<file path="src/rtl/hls_run_pkg.sv">
// Shared types for the HLS run controller: FSM states, result status codes and the result record.
package hls_run_pkg;

  localparam int unsigned REC_CNT_W  = 32;
  localparam int unsigned REC_RUNS_W = 16;
  localparam int unsigned REC_SUM_W  = 48;

  typedef enum logic [2:0] {
    IDLE,
    RST,
    ARM,
    START,
    RUN,
    REPORT
  } state_t;

  localparam logic [1:0] ST_NOCHECK = 2'd0;
  localparam logic [1:0] ST_PASS    = 2'd1;
  localparam logic [1:0] ST_FAIL    = 2'd2;
  localparam logic [1:0] ST_TIMEOUT = 2'd3;

  typedef struct packed {
    logic [1:0]            status;
    logic [REC_CNT_W-1:0]  cycles;
    logic [REC_RUNS_W-1:0] index;
  } res_rec_t;

endpackage

</file>
<file path="src/rtl/hls_run_controller_if.sv">
// Per-run result channel: one record per run, held stable until accepted.
interface hls_run_controller_if #(
  parameter int unsigned CNT_W  = 32,
  parameter int unsigned RUNS_W = 16
) ();

  logic              res_valid;
  logic              res_ready;
  logic [1:0]        res_status;
  logic [CNT_W-1:0]  res_cycles;
  logic [RUNS_W-1:0] res_index;

  modport master (
    output res_valid,
    output res_status,
    output res_cycles,
    output res_index,
    input  res_ready
  );

  modport slave (
    input  res_valid,
    input  res_status,
    input  res_cycles,
    input  res_index,
    output res_ready
  );

endinterface

</file>
<file path="src/rtl/hls_run_stats.sv">
// Batch statistics: saturating cycle sum, min/max over completed runs, saturating failure count.
module hls_run_stats
  import hls_run_pkg::*;
#(
  parameter int unsigned CNT_W  = REC_CNT_W,
  parameter int unsigned RUNS_W = REC_RUNS_W,
  parameter int unsigned SUM_W  = REC_SUM_W
) (
  input  logic              clock,
  input  logic              reset,
  input  logic              clr,
  input  logic              cap,
  input  logic [1:0]        status,
  input  logic [CNT_W-1:0]  cycles,
  output logic [SUM_W-1:0]  sum_cycles,
  output logic [CNT_W-1:0]  min_cycles,
  output logic [CNT_W-1:0]  max_cycles,
  output logic [RUNS_W-1:0] fail_count
);

  logic [SUM_W-1:0]  sum_q;
  logic [CNT_W-1:0]  min_q;
  logic [CNT_W-1:0]  max_q;
  logic [RUNS_W-1:0] fail_q;
  logic [SUM_W:0]    sum_ext_c;

  // One extra bit exposes the carry used for saturation.
  assign sum_ext_c = {1'b0, sum_q} + (SUM_W + 1)'(cycles);

  // Accumulate on each captured record; a new batch restarts from the empty state.
  always_ff @(posedge clock or negedge reset) begin
    if (!reset) begin
      sum_q  <= '0;
      min_q  <= '1;
      max_q  <= '0;
      fail_q <= '0;
    end else if (clr) begin
      sum_q  <= '0;
      min_q  <= '1;
      max_q  <= '0;
      fail_q <= '0;
    end else if (cap) begin
      sum_q <= sum_ext_c[SUM_W] ? '1 : sum_ext_c[SUM_W-1:0];
      if (status != ST_TIMEOUT) begin
        if (cycles < min_q) min_q <= cycles;
        if (cycles > max_q) max_q <= cycles;
      end
      if ((status == ST_FAIL || status == ST_TIMEOUT) && fail_q != '1) begin
        fail_q <= fail_q + RUNS_W'(1);
      end
    end
  end

  assign sum_cycles = sum_q;
  assign min_cycles = min_q;
  assign max_cycles = max_q;
  assign fail_count = fail_q;

endmodule

</file>
<file path="src/rtl/hls_run_controller.sv">
// Sequences an HLS accelerator through a batch of runs: reset, start, done/timeout, report.
module hls_run_controller
  import hls_run_pkg::*;
#(
  parameter int unsigned CNT_W      = REC_CNT_W,
  parameter int unsigned RUNS_W     = REC_RUNS_W,
  parameter int unsigned SUM_W      = REC_SUM_W,
  parameter int unsigned TIMEOUT    = 200000000,
  parameter int unsigned RST_CYCLES = 2
) (
  input  logic                 clock,
  input  logic                 reset,
  input  logic                 cfg_go,
  input  logic [RUNS_W-1:0]    cfg_runs,
  input  logic                 cfg_check_en,
  output logic                 busy,
  output logic                 acc_reset,
  output logic                 acc_start_port,
  input  logic                 acc_done_port,
  input  logic                 acc_check_ok,
  hls_run_controller_if.master res,
  output logic [SUM_W-1:0]     sum_cycles,
  output logic [CNT_W-1:0]     min_cycles,
  output logic [CNT_W-1:0]     max_cycles,
  output logic [RUNS_W-1:0]    fail_count,
  output logic                 batch_done
);

  localparam int unsigned RST_CNT_W = (RST_CYCLES > 1) ? $clog2(RST_CYCLES) : 1;

  state_t                state_q, state_d;
  logic [RST_CNT_W-1:0]  rst_cnt_q;
  logic [CNT_W-1:0]      cnt_q;
  logic [RUNS_W-1:0]     runs_q;
  logic [RUNS_W-1:0]     idx_q;
  logic                  check_q;
  logic                  abort_q;
  res_rec_t              rec_q;
  logic                  busy_q, acc_reset_q, acc_start_q, res_valid_q, batch_done_q;

  logic                  clr_c, cap_c, hs_c, last_c;
  logic [1:0]            cap_status_c;

  // State register.
  always_ff @(posedge clock or negedge reset) begin
    if (!reset) state_q <= IDLE;
    else        state_q <= state_d;
  end

  // Next-state logic plus capture/clear/handshake strobes.
  always_comb begin
    state_d      = state_q;
    clr_c        = 1'b0;
    cap_c        = 1'b0;
    hs_c         = 1'b0;
    cap_status_c = ST_NOCHECK;
    last_c       = (idx_q == runs_q - RUNS_W'(1));
    case (state_q)
      IDLE: begin
        if (cfg_go) begin
          state_d = RST;
          clr_c   = 1'b1;
        end
      end
      RST: begin
        if (rst_cnt_q == RST_CNT_W'(RST_CYCLES - 1)) state_d = ARM;
      end
      ARM: state_d = START;
      START, RUN: begin
        // A done arriving on the limit cycle still counts as a completed run.
        if (acc_done_port) begin
          cap_c        = 1'b1;
          cap_status_c = !check_q ? ST_NOCHECK : (acc_check_ok ? ST_PASS : ST_FAIL);
          state_d      = REPORT;
        end else if (cnt_q == CNT_W'(TIMEOUT)) begin
          cap_c        = 1'b1;
          cap_status_c = ST_TIMEOUT;
          state_d      = REPORT;
        end else begin
          state_d = RUN;
        end
      end
      REPORT: begin
        if (res.res_ready) begin
          hs_c    = 1'b1;
          state_d = (abort_q || last_c) ? IDLE : RST;
        end
      end
      default: state_d = IDLE;
    endcase
  end

  // Batch configuration, counters, result record and registered outputs.
  always_ff @(posedge clock or negedge reset) begin
    if (!reset) begin
      rst_cnt_q    <= '0;
      cnt_q        <= '0;
      runs_q       <= '0;
      idx_q        <= '0;
      check_q      <= 1'b0;
      abort_q      <= 1'b0;
      rec_q        <= '0;
      busy_q       <= 1'b0;
      acc_reset_q  <= 1'b0;
      acc_start_q  <= 1'b0;
      res_valid_q  <= 1'b0;
      batch_done_q <= 1'b0;
    end else begin
      if (clr_c) begin
        runs_q  <= (cfg_runs == '0) ? RUNS_W'(1) : cfg_runs;
        check_q <= cfg_check_en;
        idx_q   <= '0;
        abort_q <= 1'b0;
      end
      rst_cnt_q <= (state_q == RST && state_d == RST) ? rst_cnt_q + RST_CNT_W'(1) : '0;
      if (state_d == START)    cnt_q <= CNT_W'(1);
      else if (state_d == RUN) cnt_q <= cnt_q + CNT_W'(1);
      if (cap_c) begin
        rec_q.status <= cap_status_c;
        rec_q.cycles <= REC_CNT_W'(cnt_q);
        rec_q.index  <= REC_RUNS_W'(idx_q);
        abort_q      <= (cap_status_c == ST_TIMEOUT);
      end
      if (hs_c && state_d == RST) idx_q <= idx_q + RUNS_W'(1);
      busy_q       <= (state_d != IDLE);
      acc_reset_q  <= (state_d == ARM) || (state_d == START) ||
                      (state_d == RUN) || (state_d == REPORT);
      acc_start_q  <= (state_d == START);
      res_valid_q  <= (state_d == REPORT);
      batch_done_q <= hs_c && (state_d == IDLE);
    end
  end

  hls_run_stats #(
    .CNT_W  (CNT_W),
    .RUNS_W (RUNS_W),
    .SUM_W  (SUM_W)
  ) u_stats (
    .clock      (clock),
    .reset      (reset),
    .clr        (clr_c),
    .cap        (cap_c),
    .status     (cap_status_c),
    .cycles     (cnt_q),
    .sum_cycles (sum_cycles),
    .min_cycles (min_cycles),
    .max_cycles (max_cycles),
    .fail_count (fail_count)
  );

  assign busy           = busy_q;
  assign acc_reset      = acc_reset_q;
  assign acc_start_port = acc_start_q;
  assign batch_done     = batch_done_q;
  assign res.res_valid  = res_valid_q;
  assign res.res_status = rec_q.status;
  assign res.res_cycles = CNT_W'(rec_q.cycles);
  assign res.res_index  = RUNS_W'(rec_q.index);

endmodule

</file>
<file path="src/flat_wrapper.sv">
// flat-port wrapper written by rule: the top's interface ports become plain ports
module hls_run_controller_flat import hls_run_pkg::*;
#(
  parameter int unsigned CNT_W      = REC_CNT_W,
  parameter int unsigned RUNS_W     = REC_RUNS_W,
  parameter int unsigned SUM_W      = REC_SUM_W,
  parameter int unsigned TIMEOUT    = 200000000,
  parameter int unsigned RST_CYCLES = 2
)
  (clock, reset, cfg_go, cfg_runs, cfg_check_en, busy, acc_reset, acc_start_port, acc_done_port, acc_check_ok, sum_cycles, min_cycles, max_cycles, fail_count, batch_done, res_res_valid, res_res_status, res_res_cycles, res_res_index, res_res_ready);
  hls_run_controller_if #(.CNT_W(CNT_W), .RUNS_W(RUNS_W)) res_i ();
  input  logic clock;
  input  logic reset;
  input  logic cfg_go;
  input  logic [RUNS_W-1:0] cfg_runs;
  input  logic cfg_check_en;
  output logic busy;
  output logic acc_reset;
  output logic acc_start_port;
  input  logic acc_done_port;
  input  logic acc_check_ok;
  output logic [SUM_W-1:0] sum_cycles;
  output logic [CNT_W-1:0] min_cycles;
  output logic [CNT_W-1:0] max_cycles;
  output logic [RUNS_W-1:0] fail_count;
  output logic batch_done;
  output wire logic [$bits(res_i.res_valid)-1:0] res_res_valid;
  output wire logic [$bits(res_i.res_status)-1:0] res_res_status;
  output wire logic [$bits(res_i.res_cycles)-1:0] res_res_cycles;
  output wire logic [$bits(res_i.res_index)-1:0] res_res_index;
  input wire logic [$bits(res_i.res_ready)-1:0] res_res_ready;
  assign res_res_valid = res_i.res_valid;
  assign res_res_status = res_i.res_status;
  assign res_res_cycles = res_i.res_cycles;
  assign res_res_index = res_i.res_index;
  assign res_i.res_ready = res_res_ready;
  hls_run_controller #(.CNT_W(CNT_W), .RUNS_W(RUNS_W), .SUM_W(SUM_W), .TIMEOUT(TIMEOUT), .RST_CYCLES(RST_CYCLES)) u_core (.clock(clock), .reset(reset), .cfg_go(cfg_go), .cfg_runs(cfg_runs), .cfg_check_en(cfg_check_en), .busy(busy), .acc_reset(acc_reset), .acc_start_port(acc_start_port), .acc_done_port(acc_done_port), .acc_check_ok(acc_check_ok), .res(res_i), .sum_cycles(sum_cycles), .min_cycles(min_cycles), .max_cycles(max_cycles), .fail_count(fail_count), .batch_done(batch_done));
endmodule
</file>
<file path="config.mk">
export PLATFORM = sky130hd
export DESIGN_NAME = hls_run_controller_flat
export DESIGN_NICKNAME = d
export VERILOG_FILES = /design/src/rtl/hls_run_pkg.sv /design/src/rtl/hls_run_controller_if.sv /design/src/rtl/hls_run_stats.sv /design/src/rtl/hls_run_controller.sv /design/src/flat_wrapper.sv
export SDC_FILE = /design/constraint.sdc
export NUM_CORES = 1
export LEC_CHECK = 0
export CORE_ASPECT_RATIO = 0.75
export CORE_MARGIN = 2
export CORE_UTILIZATION = 35
export DETAILED_ROUTE_END_ITERATION = 10
export GPL_TIMING_DRIVEN = 0
export HOLD_SLACK_MARGIN = 0.06
export PLACE_DENSITY_LB_ADDON = 0.15
export SLEW_MARGIN = 20
export SYNTH_ARGS = -nofsm -noshare
export SYNTH_HDL_FRONTEND = slang
export SYNTH_HIERARCHICAL = 1
export SYNTH_SLANG_ARGS = --single-unit
</file>
<file path="constraint.sdc">
create_clock -name clock -period 9.4 [get_ports clock]
set_input_delay 2.35 -clock clock [delete_from_list [all_inputs] [get_ports clock]]
set_output_delay 2.35 -clock clock [all_outputs]
set_load 0.01 [all_outputs]
</file>
Yosys cells after proc, flatten, opt, wreduce, memory -nomap -nowiden
Cells that the tools add are included.
Word-level totals
  register bits after elaboration: 253
  latch bits: 0
  RAM bits: 0
  memory bits (read-only): 0
  output and inout bits: 183
  word-level logic and storage cells: 108
  memories: 0
Operators by class
  $add $sub $neg: 6
  multiply operators: 0
  divide/modulo/power cells: 0
  magnitude comparators: 2
  eq/ne operators: 16
  shift-type cells: 0
  multiplexer cells: 41
  bitwise logic cells: 0
  reductions and logical operators: 24
Operator list (number)
  32-bit two-way mux: 10
  48-bit two-way mux: 3
  16-bit two-way mux: 6
  48-bit by 32-bit adder with 49-bit output: 1
  16-bit by 1-bit adder with 16-bit output, second input constant: 2
  32-bit by 1-bit adder with 32-bit output, second input constant: 1
  32-bit by 28-bit == test with 1-bit output, second input constant: 1
  32-bit > comparator: 1
  32-bit less-than comparator: 1
  16-bit == test: 1
  16-bit zero test: 1
  16-bit != test, second input constant: 1
  16-bit by 1-bit subtractor with 16-bit output, second input constant: 1
  3-bit case mux with 5 select lines: 1
  2-bit nonzero test: 7
  3-bit by 2-bit == test with 1-bit output, second input constant: 4
  3-bit == test, second input constant: 4
  1-bit two-way mux: 12
  3-bit two-way mux: 4
  2-bit two-way mux: 5
  3-bit by 1-bit == test with 1-bit output, second input constant: 2
  3-bit zero test: 2
  3-bit AND reduction: 2
  1-bit logical OR: 5
  7 further kinds: 11

Longest topological paths before layout
  depth in word-level cells: 10
  gate-level depth with buffers: 17
  mapped depth without buffers: 15

Hierarchy
Netlist, hierarchy kept.
By module, submodules not included
  hls_run_stats: instances 1, cells each 995, area an instance 9001.1 um^2, sequential area each 3243.1 um^2
  hls_run_controller: instances 1, cells each 586, area an instance 6238.5 um^2, sequential area each 3128.0 um^2

Least setup slack after synthesis
No wires, ideal clock.
  path kind: input to register
  start: input port acc_done_port
  end: register u_core.u_stats.fail_q[11] (netlist: u_core/u_stats/fail_count[11])
  library setup time: 0.132 ns
  arrival: 4.473 ns
  required time: 9.268 ns
  path slack: 4.795 ns
  cell stages on the path: 12
  buffers on the path: 2
  cell sequence: inv_1 -> o41ai_1 -> and2_1 -> clkbuf_1 -> clkbuf_1 -> nand2_1 -> a31oi_1 -> nor2_1 -> nor4_1 -> nand2_1 -> xor2_1 -> nor2_1
On the way
  elaborated cells on any way between the ends: 11
  classes of those cells: 2 x eq/ne; 4 x mux; 5 x reduce/logical
RTL lines
  start, declared: line flat_wrapper.sv:20  | input logic acc_done_port;
  1-bit two-way mux: line hls_run_controller.sv:71  | if (acc_done_port) begin
  1-bit two-way mux: line hls_run_controller.sv:58  | case (state_q)
  named net u_core.cap_c: line hls_run_controller.sv:41  | logic clr_c, cap_c, hs_c, last_c;
  2-bit nonzero test (no source line)
  2-bit AND reduction (no source line)
  end signal, assigned: line hls_run_stats.sv:49  | fail_q <= fail_q + RUNS_W'(1);
  end, declared: line hls_run_stats.sv:24  | logic [RUNS_W-1:0] fail_q;
The timed path passes the listed nets, and every way through them passes these cells.
A chain may end at the register's enable or synchronous reset.

Worst setup path after layout
  start: input port acc_done_port
  end: register u_core.u_stats.fail_q[11] (netlist: u_core/u_stats/fail_count[11])
On the way
  cells in the longest elaborated chain, start to end: 7
  elaborated cells on any way between the ends: 11
  classes of those cells: 2 x eq/ne; 4 x mux; 5 x reduce/logical
Ends and longest elaborated chain
  2-bit two-way mux *: line hls_run_controller.sv:71
  2-bit two-way mux *: line hls_run_controller.sv:58
  named net u_core.cap_status_c[1]: line hls_run_controller.sv:42  | logic [1:0] cap_status_c;
  2-bit == test: line hls_run_stats.sv:48  | if ((status == ST_FAIL || status == ST_TIMEOUT) && fail_q != '1) begin
  1-bit logical OR *: line hls_run_stats.sv:48
  1-bit logical AND *: line hls_run_stats.sv:48
  2-bit nonzero test (no source line) *
  2-bit AND reduction (no source line) *
Mark *: on every way through the listed nets, which the timed path passes. The rest lies on a longest branch.

==> results.md <==
* Largest net degree at the start of global routing at 92
* CP Cell Sequence: clkdlybuf4s50_1 > inv_1 > o41ai_1 > and2_1 > clkbuf_1 > inv_1 > a21oi_1 > nand2_1 > a31oi_1 > nor2_1 > nor4_1 > nand2_1 > xor2_1 > nor2_1
* Starting DRT DRC Count at 1064
* PostCTS Resize Cnt at 0
* CP max FO at 9
* Minimum clock period at 5.87 ns
* First-pass GRT wire length at 75400 um
* Pwr Density at 236 mW/mm^2
* Mean Syn Cell Area at 9.64 um^2
* Pre-Repair DR Iteration Count at 5
* ANT cells at 0
* Core Area at 0.0432 mm^2
* Die height at 185 um
* Antenna violations before repair at 1
* Port bufs at 205
* # IOs at 206
* Width of the die at 245 um
* Max Clk Rate at 0.170 GHz
* Ys Warns at 6
* Worst Setup End Kind: register
* Switch share at 0.376
* Cell internal pwr at 2810 uW
* Nets at 1945
* Startpoint types: input port
* Leakage power at 0.00879 uW
* Area grow syn2layout at 25.4%
* Commonest non-fill, non-tap cell in the layout: dfrtp_1
* Final Skew at 0.0262 ns
* Total negative slack at 0 ns
* CTS max path bufs at 3
* Worst R2R Path Depth at 16
* Finished Layout Cells at 2421
* Num rows at 66
* # H-tree levels at 1
* Post-place setup slack at 2.51 ns
* Overall Global Routing Usage at 0.214
* RSZ-0062 raised after global routing: false
* Worst-path clk slew at 0.06 ns
* Fillers at 4163
* TritonCTS clock tree: done
* Share of synthesized registers carrying an async set or reset at 1.00
* GP Congestion at 0.845
* Status: completed
* Final worst slack at 3.53 ns
* Final ANT Viol Nets at 0
* Worst setup path end: u_core/u_stats/fail_count[11]
* Max Cap Viol at 0
* Worst path required time at 9.83 ns
* Gate power share at 0.379
* Slew HR at 0.311
* Routed WL at 48700 um
* Min-Delay Path Class: register to register
* Worst path bufs/invs at 4
* Worst setup startpoint: acc_done_port
* Vias in the first global route at 12632
* Slowest CP cell: a31oi_1
* Worst Setup Path Type: input port to register
* Clock Power Share at 0.266
* Commonest non-fill, non-tap cells in the layout: dfrtp_1 (221), clkdlybuf4s50_1 (204), nor2_1 (156)
* Sink Count at 253
* Worst path depth at 14
* DP HPWL at 35900 um
* Worst r2r dst: u_core/u_stats/fail_count[11]
* Post-CTS Setup Bufs at 0
* Register area share after synthesis at 0.418
* Die area at 0.0452 mm^2
* Final setup violation count at 0
* Crit share post-route at 0.625
* Fin. Hold Viols at 0
* #FFs+latches synth at 253
* Cells after DPL at 2367
* Starting density of the core at 0.353
* NetSw at 1700 uW
* Avg WL per Cell at 20.1 um
* Syn Nets at 1705
* Post-synth EDFFs at 0
* Cts hold-fix bufs at 0
* Distinct cell type count after synthesis at 85
* Num CTS Buffers at 30
* Crit-path max cell delay at 0.70 ns
* Post-layout util at 0.442
* Synth Cell Area at 0.0152 mm^2
* Family with the most delay on the worst path: buffers and inverters
* Synth Flop Type: dfrtp_1
* Mapped Cells at 1581
* R2r startpoint: u_core/cnt_q[0]
* GRT Residual Overflow at 0
* Worst-Margin Slew at 1.03 ns
* Register-to-register setup slack at 4.05 ns
* Max Slew Vio Count at 0
* Max VDD drop at 0.150 mV
* Clock root buffer: clkbuf_16
* Share of cells above drive strength 1 at 0.122
* Flop pwr share at 0.355
* DR vias/cell at 5.38
* Residual DRC at 0
* Worst EP arrival at 6.30 ns
* Total via count in the routed design at 13015
* Clk_lat worst skew at 0.59 ns
-- sequential cells by signal, summed over array words and instances (netlist names), 32 cells and up --
register	count
u_core/u_stats/sum_cycles	48
u_core/cnt_q	32
u_core/res.res_cycles	32
u_core/u_stats/max_cycles	32
u_core/u_stats/min_cycles	32
-- cells in the mapped netlist, types with 10 or more instances --
master	number	area, um^2
nand2b_1	13	81.3
a31oi_1	10	62.6
mux2_2	63	709
a21oi_1	69	345
dfstp_2	32	841
mux2i_1	43	430
a211oi_1	33	248
nand2_1	123	462
inv_1	99	372
and3_1	16	100
and2_1	15	93.8
nand4_1	35	219
o21ai_0	43	215
buf_2	24	120
a21o_1	39	293
nor2_1	156	586
nor3_1	33	165
nor2b_1	19	119
or3_1	12	75.1
xor2_1	31	272
clkbuf_1	42	158
nor4_1	16	100
nand3_1	40	200
xnor2_1	38	333
ha_1	100	1250
dfrtp_1	221	5530
o211ai_1	49	368
-- through the flow --
step	hold slack, ns	power, uW	cell area (um^2)
2_1_floorplan	0.424	2560	15200
3_3_place_gp	0.451	3290	18000
3_5_place_dp	0.461	3320	18100
4_1_cts	0.471	4550	19100
5_1_grt	0.478	4800	19100
6_report	0.465	4510	19100
-- kinds of logic (layout without fill, tap and decap cells) --
logic type | Yosys count | in the layout | synth area share
and+or+nand+nor | 524 | 524 | 0.170
AOI/OAI and AO/OA | 349 | 349 | 0.164
DFF | 253 | 253 | 0.418
buffers and inverters | 178 | 440 | 0.0483
muxes | 106 | 106 | 0.0748
adders and majority gates | 101 | 101 | 0.0834
xor gates and xnor gates | 70 | 70 | 0.0411
-- how the worst min path moves through the flow --
stage                                 from  slack (ns)          endpoint  depth (start not counted)
after floorplan           u_core/rst_cnt_q        0.42  u_core/rst_cnt_q                          1
after global placement    u_core/rst_cnt_q        0.45  u_core/rst_cnt_q                          1
after detailed placement  u_core/rst_cnt_q        0.46  u_core/rst_cnt_q                          1
after CTS                 u_core/rst_cnt_q        0.47  u_core/rst_cnt_q                          1
after global routing      u_core/rst_cnt_q        0.48  u_core/rst_cnt_q                          1
final                     u_core/rst_cnt_q        0.47  u_core/rst_cnt_q                          1
-- per-layer routing --
layer / track usage / vias up / routed length, um
li1: - / 6188 / -
met1: 0.322 / 6395 / 24100
met2: 0.315 / 378 / 20600
met3: 0.0412 / 54 / 3110
met4: 0.0449 / 0 / 948
met5: 0 / - / 0
-- layout make-up --
type,instances,area (um^2),share of cell area
Tap cell,578,723,0.0378
Multi-Input combinational cell,1150,8130,0.426
Inverter,99,372,0.0194
Sequential cell,253,6370,0.333
Buffer,79,365,0.0191
Timing Repair Buffer,208,2140,0.112
Clock buffer,46,881,0.0461
Clock inverter,8,126,0.00661
-- worst register-to-register path, cell delays in order, from the launching register on --
cell      delay [ns]
dfrtp_1         0.61
inv_1           0.20
ha_1            0.18
nor4b_1         0.34
nand2_1         0.10
o41ai_1         0.60
and2_1          0.21
clkbuf_1        0.52
inv_1           0.32
a21oi_1         0.35
nand2_1         0.19
a31oi_1         0.70
nor2_1          0.12
nor4_1          0.42
nand2_1         0.13
xor2_1          0.16
nor2_1          0.06
-- power groups by stage --
stage               clock network [uW]  logic, uW  registers, uW
floorplan                            0        975           1580
global placement                     0       1670           1620
detailed placement                   0       1700           1620
CTS                               1240       1710           1600
global route                      1280       1880           1630
finish                            1200       1710           1600
Power figures use the tool's default switching activity.
